### src/rtl/tile_seq_pkg.sv
// Shared definitions for the tile/layer sequencer: FSM encoding and the
// derived-constant helpers used to size address strides.
package tile_seq_pkg;

  typedef enum logic [2:0] {
    ST_IDLE     = 3'd0,
    ST_LOAD     = 3'd1,
    ST_WAIT_REQ = 3'd2,
    ST_INCR     = 3'd3,
    ST_READY    = 3'd4
  } state_e;

  // Elements packed in one BRAM word
  function automatic int unsigned f_wpb(input int unsigned bram_w, input int unsigned data_w);
    return bram_w / data_w;
  endfunction

  // Weight BRAM words spanned by one tile
  function automatic int unsigned f_stride(input int unsigned n, input int unsigned macs,
                                           input int unsigned bram_w, input int unsigned data_w);
    return macs * (n / f_wpb(bram_w, data_w));
  endfunction

  function automatic int unsigned f_num_tiles(input int unsigned n, input int unsigned macs);
    return n / macs;
  endfunction

  // Weight BRAM words spanned by one layer
  function automatic int unsigned f_w_layer_off(input int unsigned n, input int unsigned macs,
                                                input int unsigned bram_w, input int unsigned data_w);
    return f_num_tiles(n, macs) * f_stride(n, macs, bram_w, data_w);
  endfunction

  // Input BRAM words per layer vector, rounded up
  function automatic int unsigned f_i_layer_off(input int unsigned n, input int unsigned bram_w,
                                                input int unsigned data_w);
    return (n + f_wpb(bram_w, data_w) - 1) / f_wpb(bram_w, data_w);
  endfunction

endpackage

### src/rtl/tile_addr_gen.sv
// Tile/layer counters and incrementally updated BRAM base addresses.
// Ports: i_clear (abort, zero everything), i_init (start, latch layer count),
// i_step_tile / i_step_layer (advance), address/select outputs and last flags.
module tile_addr_gen
  import tile_seq_pkg::*;
#(
  parameter int unsigned N            = 8,
  parameter int unsigned MACS_PER_ROW = 2,
  parameter int unsigned DATA_W       = 16,
  parameter int unsigned BRAM_W       = 64,
  parameter int unsigned MEM_DEPTH    = 256,
  parameter int unsigned MAX_LAYERS   = 4
) (
  input  logic                             clk,
  input  logic                             rst_n,
  input  logic                             i_clear,
  input  logic                             i_init,
  input  logic [$clog2(MAX_LAYERS+1)-1:0]  i_num_layers,
  input  logic                             i_step_tile,
  input  logic                             i_step_layer,
  output logic [$clog2(MEM_DEPTH)-1:0]     o_weight_base_addr,
  output logic [$clog2(MEM_DEPTH)-1:0]     o_input_base_addr,
  output logic [$clog2(N)-1:0]             o_acc_sel_tile,
  output logic [$clog2(MAX_LAYERS)-1:0]    o_layer_sel,
  output logic                             o_last_tile_in_layer,
  output logic                             o_last_layer
);

  localparam int unsigned AW          = $clog2(MEM_DEPTH);
  localparam int unsigned LW          = $clog2(MAX_LAYERS);
  localparam int unsigned CW          = $clog2(MAX_LAYERS + 1);
  localparam int unsigned SW          = $clog2(N);
  localparam int unsigned STRIDE      = f_stride(N, MACS_PER_ROW, BRAM_W, DATA_W);
  localparam int unsigned NUM_TILES   = f_num_tiles(N, MACS_PER_ROW);
  localparam int unsigned W_LAYER_OFF = f_w_layer_off(N, MACS_PER_ROW, BRAM_W, DATA_W);
  localparam int unsigned I_LAYER_OFF = f_i_layer_off(N, BRAM_W, DATA_W);

  logic [SW-1:0] r_tile_cnt;
  logic [LW-1:0] r_layer_cnt;
  logic [CW-1:0] r_num_layers;
  logic [AW-1:0] r_weight;
  logic [AW-1:0] r_w_layer_base;
  logic [AW-1:0] r_input;
  logic [AW-1:0] w_next_layer_base;

  // Next layer's weight base; running sum instead of layer_cnt*W_LAYER_OFF
  assign w_next_layer_base = r_w_layer_base + AW'(W_LAYER_OFF);

  always_ff @(posedge clk or negedge rst_n) begin
    if (!rst_n) begin
      r_tile_cnt     <= '0;
      r_layer_cnt    <= '0;
      r_num_layers   <= '0;
      r_weight       <= '0;
      r_w_layer_base <= '0;
      r_input        <= '0;
    end else if (i_clear || i_init) begin
      r_tile_cnt     <= '0;
      r_layer_cnt    <= '0;
      r_num_layers   <= i_clear ? '0 : i_num_layers;
      r_weight       <= '0;
      r_w_layer_base <= '0;
      r_input        <= '0;
    end else if (i_step_layer) begin
      r_tile_cnt     <= '0;
      r_layer_cnt    <= r_layer_cnt + LW'(1);
      r_w_layer_base <= w_next_layer_base;
      r_weight       <= w_next_layer_base;
      r_input        <= r_input + AW'(I_LAYER_OFF);
    end else if (i_step_tile) begin
      r_tile_cnt     <= r_tile_cnt + SW'(1);
      r_weight       <= r_weight + AW'(STRIDE);
    end
  end

  assign o_weight_base_addr   = r_weight;
  assign o_input_base_addr    = r_input;
  assign o_acc_sel_tile       = r_tile_cnt;
  assign o_layer_sel          = r_layer_cnt;
  assign o_last_tile_in_layer = (r_tile_cnt == SW'(NUM_TILES - 1));
  assign o_last_layer         = (CW'(r_layer_cnt) == (r_num_layers - CW'(1)));

endmodule

### src/rtl/tile_seq_ctrl.sv
// Tile/layer sequencer: walks 1..MAX_LAYERS layers of NUM_TILES tiles,
// handshaking each tile with the top controller.
// Ports: i_start/i_cfg_num_layers begin a sequence, i_next_tile advances,
// i_abort cancels; o_next_tile_ready, o_busy, address/select outputs,
// o_last_tile (combinational), o_layer_done/o_seq_done/o_cfg_err pulses.
module tile_seq_ctrl
  import tile_seq_pkg::*;
#(
  parameter int unsigned N            = 8,
  parameter int unsigned MACS_PER_ROW = 2,
  parameter int unsigned DATA_W       = 16,
  parameter int unsigned BRAM_W       = 64,
  parameter int unsigned MEM_DEPTH    = 256,
  parameter int unsigned MAX_LAYERS   = 4
) (
  input  logic                             clk,
  input  logic                             rst_n,
  input  logic                             i_start,
  input  logic [$clog2(MAX_LAYERS+1)-1:0]  i_cfg_num_layers,
  input  logic                             i_next_tile,
  input  logic                             i_abort,
  output logic                             o_next_tile_ready,
  output logic                             o_busy,
  output logic [$clog2(MEM_DEPTH)-1:0]     o_weight_base_addr,
  output logic [$clog2(MEM_DEPTH)-1:0]     o_input_base_addr,
  output logic [$clog2(N)-1:0]             o_acc_sel_tile,
  output logic [$clog2(MAX_LAYERS)-1:0]    o_layer_sel,
  output logic                             o_last_tile,
  output logic                             o_layer_done,
  output logic                             o_seq_done,
  output logic                             o_cfg_err
);

  localparam int unsigned CW = $clog2(MAX_LAYERS + 1);

  state_e r_state;
  state_e w_next_state;
  logic   w_cfg_ok;
  logic   w_init;
  logic   w_step_tile;
  logic   w_step_layer;
  logic   w_last_tile_in_layer;
  logic   w_last_layer;
  logic   w_accept_req;
  logic   w_cfg_err_d;

  assign w_cfg_ok     = (i_cfg_num_layers >= CW'(1)) && (i_cfg_num_layers <= CW'(MAX_LAYERS));
  assign w_accept_req = (r_state == ST_WAIT_REQ) && i_next_tile && !i_abort;
  assign w_cfg_err_d  = (r_state == ST_IDLE) && i_start && !w_cfg_ok && !i_abort;

  // Next-state and counter-control decode; abort overrides everything
  always_comb begin
    w_next_state = r_state;
    w_init       = 1'b0;
    w_step_tile  = 1'b0;
    w_step_layer = 1'b0;
    if (i_abort) begin
      w_next_state = ST_IDLE;
    end else begin
      case (r_state)
        ST_IDLE: begin
          if (i_start && w_cfg_ok) begin
            w_next_state = ST_LOAD;
            w_init       = 1'b1;
          end
        end
        ST_LOAD:     w_next_state = ST_READY;
        ST_READY:    w_next_state = ST_WAIT_REQ;
        ST_WAIT_REQ: if (i_next_tile) w_next_state = ST_INCR;
        ST_INCR: begin
          if (!w_last_tile_in_layer) begin
            w_step_tile  = 1'b1;
            w_next_state = ST_READY;
          end else if (!w_last_layer) begin
            w_step_layer = 1'b1;
            w_next_state = ST_READY;
          end else begin
            w_next_state = ST_IDLE;
          end
        end
        default: w_next_state = ST_IDLE;
      endcase
    end
  end

  // Done pulses are registered on request acceptance so they show during INCR
  always_ff @(posedge clk or negedge rst_n) begin
    if (!rst_n) begin
      r_state           <= ST_IDLE;
      o_busy            <= 1'b0;
      o_next_tile_ready <= 1'b0;
      o_layer_done      <= 1'b0;
      o_seq_done        <= 1'b0;
      o_cfg_err         <= 1'b0;
    end else begin
      r_state           <= w_next_state;
      o_busy            <= (w_next_state != ST_IDLE);
      o_next_tile_ready <= (w_next_state == ST_READY);
      o_layer_done      <= w_accept_req && w_last_tile_in_layer;
      o_seq_done        <= w_accept_req && w_last_tile_in_layer && w_last_layer;
      o_cfg_err         <= w_cfg_err_d;
    end
  end

  tile_addr_gen #(
    .N            (N),
    .MACS_PER_ROW (MACS_PER_ROW),
    .DATA_W       (DATA_W),
    .BRAM_W       (BRAM_W),
    .MEM_DEPTH    (MEM_DEPTH),
    .MAX_LAYERS   (MAX_LAYERS)
  ) u_addr_gen (
    .clk                  (clk),
    .rst_n                (rst_n),
    .i_clear              (i_abort),
    .i_init               (w_init),
    .i_num_layers         (i_cfg_num_layers),
    .i_step_tile          (w_step_tile),
    .i_step_layer         (w_step_layer),
    .o_weight_base_addr   (o_weight_base_addr),
    .o_input_base_addr    (o_input_base_addr),
    .o_acc_sel_tile       (o_acc_sel_tile),
    .o_layer_sel          (o_layer_sel),
    .o_last_tile_in_layer (w_last_tile_in_layer),
    .o_last_layer         (w_last_layer)
  );

  // Only meaningful while a sequence is running
  assign o_last_tile = o_busy && w_last_tile_in_layer && w_last_layer;

endmodule
### config.mk
export PLATFORM = sky130hd
export DESIGN_NAME = tile_seq_ctrl
export DESIGN_NICKNAME = d
export VERILOG_FILES = /design/src/rtl/tile_seq_pkg.sv /design/src/rtl/tile_addr_gen.sv /design/src/rtl/tile_seq_ctrl.sv
export SDC_FILE = /design/constraint.sdc
export NUM_CORES = 1
export LEC_CHECK = 0
export CAP_MARGIN = 20
export CORE_UTILIZATION = 50
export DETAILED_ROUTE_END_ITERATION = 6
export PLACE_DENSITY = 0.74
export SYNTH_ARGS = -nofsm -noshare
export SYNTH_HDL_FRONTEND = slang
export SYNTH_SLANG_ARGS = --single-unit
### constraint.sdc
create_clock -name clk -period 2.58 [get_ports clk]
set_clock_uncertainty 0.15 [all_clocks]
set_input_delay 0.645 -clock clk [delete_from_list [all_inputs] [get_ports clk]]
set_output_delay 0.645 -clock clk [all_outputs]
set_load 0.01 [all_outputs]
==> impl_metrics.prom, run 1 <==
# TYPE chip_impl_metric gauge
chip_impl_info{name="outcome",value="finished, final reports clean"} 1
chip_impl_metric{name="grtUsageMet2",unit=""} 0.384
chip_impl_metric{name="multi_input_area",unit="um2"} 858
chip_impl_info{name="worst_path_max_delay_cell",value="sky130_fd_sc_hd__dfrtp_1"} 1
chip_impl_metric{name="cts-htree-levels",unit=""} 2
chip_impl_metric{name="synth_async_sr_flop_share",unit=""} 1.00
chip_impl_metric{name="clkPwrFrac",unit=""} 0.323
chip_impl_metric{name="power.share.sequential",unit=""} 0.552
chip_impl_metric{name="syn_area",unit="mm2"} 0.00175
chip_impl_metric{name="powerDensity",unit="mW/mm2"} 426
chip_impl_metric{name="antenna_found_initial",unit=""} 0
chip_impl_metric{name="crit_arrival",unit="ns"} 1.77
chip_impl_metric{name="period_minus_slack",unit="ns"} 2.57
chip_impl_info{name="setup.worst_path.start",value="u_addr_gen.r_num_layers[1]"} 1
chip_impl_metric{name="diodes",unit=""} 0
chip_impl_info{name="hold_class",value="reg2reg"} 1
chip_impl_metric{name="layout.cell_area.non_filler",unit="mm2"} 0.00233
chip_impl_metric{name="wl_per_cell",unit="um"} 15.1
chip_impl_metric{name="cp_max_fo",unit=""} 2
chip_impl_info{name="crit-reg2reg-capture",value="u_addr_gen.o_weight_base_addr[6]"} 1
chip_impl_metric{name="hold_depth",unit=""} 2
chip_impl_metric{name="combPwrFrac",unit=""} 0.124
chip_impl_info{name="critical_path.startpoint_type",value="flop"} 1
chip_impl_metric{name="cts-buffers-inserted",unit=""} 5
chip_impl_metric{name="final-seq-area",unit="um2"} 851
chip_impl_metric{name="clk_path_buf_depth",unit=""} 2
chip_impl_metric{name="post-route-period-util",unit=""} 0.995
chip_impl_metric{name="layout-area-overhead-vs-synth",unit="%"} 33.4
chip_impl_metric{name="drt_pre_antenna_iters",unit=""} 4
chip_impl_info{name="gr-max-usage-layer",value="met2"} 1
chip_impl_metric{name="cts_hold_buffers",unit=""} 0
chip_impl_metric{name="ys_types",unit=""} 38
chip_impl_metric{name="drt_drc_violations_left",unit=""} 0
chip_impl_metric{name="grt_max_degree",unit=""} 35
chip_impl_metric{name="drt-vias-per-instance",unit=""} 5.42
chip_impl_info{name="synth_area_leader_cell",value="sky130_fd_sc_hd__dfrtp_1"} 1
chip_impl_metric{name="globalRouteOverflowTotal",unit=""} 0
chip_impl_metric{name="drive_gt1_frac",unit=""} 0.194
chip_impl_metric{name="use_met1",unit=""} 0.274
chip_impl_info{name="r2r-start",value="u_addr_gen.r_num_layers[1]"} 1
chip_impl_metric{name="core",unit="mm2"} 0.00334
chip_impl_metric{name="reg2reg_depth",unit=""} 9
chip_impl_metric{name="post-route-util",unit=""} 0.700
chip_impl_metric{name="yosys.area.top_type_share",unit=""} 0.486
chip_impl_metric{name="totalWireLength",unit="um"} 3960
chip_impl_metric{name="finalSetupViolCount",unit=""} 0
chip_impl_metric{name="power.switching",unit="uW"} 263
chip_impl_metric{name="effective_utilization_at_floorplan",unit=""} 0.525
chip_impl_metric{name="clock_sink_count",unit=""} 34
chip_impl_metric{name="fmaxAchievable",unit="MHz"} 390
chip_impl_metric{name="detail-route-antenna-nets",unit=""} 0
chip_impl_metric{name="global_route_wire_length_before_repair",unit="um"} 5980
chip_impl_metric{name="internal-power",unit="uW"} 732
chip_impl_metric{name="ff2ff_setup_slack",unit="ns"} 0.20
chip_impl_metric{name="synth.yosys.seq_area_share",unit=""} 0.486
chip_impl_metric{name="peakVddDrop",unit="uV"} 343
chip_impl_metric{name="gpl.final_weighted_congestion",unit=""} 0.799
chip_impl_metric{name="die_height",unit="um"} 61.2
chip_impl_metric{name="gr-usage-met3",unit=""} 0.0672
chip_impl_info{name="synth.top_cells.by_area",value="sky130_fd_sc_hd__dfrtp_1 49%, sky130_fd_sc_hd__xnor2_1 4.5%, sky130_fd_sc_hd__ha_1 4.3%"} 1
chip_impl_metric{name="drt_iter0_drcs",unit=""} 49
chip_impl_metric{name="first_global_vias",unit=""} 1291
chip_impl_metric{name="design.die.area",unit="mm2"} 0.00374
chip_impl_info{name="series_of_cell_instances_along_the_critical_path",value="inv_2, ha_4, xor2_2, nor3_2, buf_4, and3_4, buf_6"} 1
chip_impl_metric{name="hpwl",unit="um"} 2680
chip_impl_info{name="tritoncts",value="yes"} 1
chip_impl_metric{name="setup_ws",unit="ns"} 0.0137
chip_impl_info{name="worst_setup_path_end_kind",value="output port"} 1
chip_impl_metric{name="power.static_leakage",unit="uW"} 0.00101
chip_impl_info{name="critPathKind",value="reg2out"} 1
chip_impl_metric{name="via_count",unit=""} 1420
chip_impl_info{name="cts-root-buf",value="sky130_fd_sc_hd__clkbuf_4"} 1
chip_impl_metric{name="syn_area_per_cell",unit="um2"} 10.6
chip_impl_metric{name="io_buffer_count",unit=""} 33
chip_impl_metric{name="ios",unit=""} 35
chip_impl_info{name="synth-main-ff-cell",value="sky130_fd_sc_hd__dfrtp_1"} 1
chip_impl_metric{name="slew_violations",unit=""} 0
chip_impl_metric{name="mapped_cells",unit=""} 165
chip_impl_metric{name="synth_edf_count",unit=""} 0
chip_impl_metric{name="clk-insertion-delay-late",unit="ns"} 0.35
chip_impl_metric{name="fill_cells",unit=""} 254
chip_impl_metric{name="fin_hold_viols",unit=""} 0
chip_impl_metric{name="place_worst_setup_slack",unit="ns"} 0.00434
chip_impl_metric{name="synth_nets",unit=""} 179
chip_impl_metric{name="worst-endpoint-required",unit="ns"} 1.78
chip_impl_metric{name="timing.critical_path.slowest_cell_delay",unit="ns"} 0.41
chip_impl_metric{name="max-cap-violations",unit=""} 0
chip_impl_metric{name="fin_total_pwr",unit="uW"} 995
chip_impl_metric{name="power.share.switching",unit=""} 0.264
chip_impl_metric{name="clk_transition_reported_paths",unit="ns"} 0.12
chip_impl_metric{name="finalNetCount",unit=""} 229
chip_impl_info{name="cp-endpoint",value="o_last_tile"} 1
chip_impl_metric{name="count_of_synthesis_stage_warnings_from_yosys",unit=""} 0
chip_impl_metric{name="die_width",unit="um"} 61.2
chip_impl_metric{name="grt_util_all_layers",unit=""} 0.224
chip_impl_metric{name="placed_cell_area",unit="mm2"} 0.00221
chip_impl_metric{name="ys_seq_elements",unit=""} 34
chip_impl_metric{name="rows",unit=""} 21
[through the flow]
stage               hold slack, ns  std cells  setup TNS (ns)
global route                 0.400        262          -0.103
finish                       0.377        262               0
detailed placement           0.363        252               0
floorplan                    0.199        165               0
CTS                          0.383        261               0
global placement             0.352        252               0
[flip-flops by register name, indices dropped and copies added (netlist names)]
name                           flops
o_busy                             1
o_next_tile_ready                  1
o_cfg_err                          1
u_addr_gen.o_weight_base_addr      7
r_state                            3
o_seq_done                         1
u_addr_gen.r_num_layers            3
u_addr_gen.r_w_layer_base          4
u_addr_gen.o_input_base_addr       7
o_layer_done                       1
u_addr_gen.o_acc_sel_tile          3
u_addr_gen.o_layer_sel             2
[placed cells by master, fill, tap and decap left out, drive strengths merged, types with 6 or more instances in the layout]
master          n
dfrtp          34
clkdlybuf4s50  32
buf            19
nor2           17
inv            10
a21oi           9
xnor2           9
nand2           7
mux2i           7
ha              6
clkbuf          6
[repair_timing]
action,4_1_cts,5_1_grt
pin swaps,1,1
endpoints found under the setup margin,1,1
hold endpoints to repair,0,0
gates resized for setup,8,5
setup buffers,1,1
[layout make-up]
type	instances	share of cell area
multi-input combinational	113	0.368
clock buffer	6	0.0220
tap	46	0.0247
sequential	34	0.364
inverter	10	0.0161
clock inverter	2	0.00536
timing repair buffer	51	0.200
[worst min path at each step]
stage,from,end
finish,u_addr_gen.o_weight_base_addr[0],u_addr_gen.o_weight_base_addr[0]
global placement,u_addr_gen.o_weight_base_addr[0],u_addr_gen.o_weight_base_addr[0]
global route,u_addr_gen.o_weight_base_addr[0],u_addr_gen.o_weight_base_addr[0]
floorplan,rst_n,o_busy
CTS,u_addr_gen.o_weight_base_addr[0],u_addr_gen.o_weight_base_addr[0]
detailed placement,u_addr_gen.o_weight_base_addr[0],u_addr_gen.o_weight_base_addr[0]
[layer usage]
layer  wire length (um)  vias to the layer above
met1               1700                      705
li1                   -                      676
met4                 30                        0
met3                191                        4
met2               2040                       35
met5                  0                        -
[logic make-up (layout without fill, tap and decap cells)]
kind of cell	after synthesis	in the layout	share of synthesized area
and+or+nand+nor	55	55	0.179
DFF	34	34	0.486
AOI/OAI and AO/OA	29	29	0.117
buffers and inverters	18	69	0.0572
xor gates and xnor gates	14	14	0.0701
muxes	8	8	0.0465
adders and majority gates	6	6	0.0429
other	1	1	0.00214
[critical path, delay by kind of cell, from the launching register on]
kind / cells / cell delay (ns)
flops: 1 / 0.41
simple gates: 2 / 0.37
buf+inv: 3 / 0.30
xor+xnor: 1 / 0.18
fa+ha+maj: 1 / 0.16
[synthesized netlist by cell type, drive strengths merged, types with 2 or more instances]
library cell and count:
a211oi 4, a21oi 9, and2 2, and3 2
buf 8, dfrtp 34, ha 6, inv 10
mux2i 7, nand2 7, nand3 5, nand3b 2
nor2 17, nor2b 2, nor3 5, o2111ai 2
o21ai 4, o31ai 5, or3 4, or4 3
xnor2 9, xor2 5
[power by group through the flow]
| stage | Clock [uW] | Sequential [uW] | Combinational [uW] |
|---|---|---|---|
| after global placement | 0 | 558 | 106 |
| after floorplan | 0 | 558 | 49.2 |
| after detailed placement | 0 | 559 | 108 |
| after global routing | 355 | 551 | 135 |
| final | 322 | 549 | 124 |
| after CTS | 331 | 549 | 114 |
No activity file was read; power rests on OpenSTA's default activity.
==> run 2, diff against run 1 <==
Settings changed: CAP_MARGIN 20 to not set.
==> results of run 2 <==
Same layout as run 1: the final DEF is identical, and so are final timing and power.
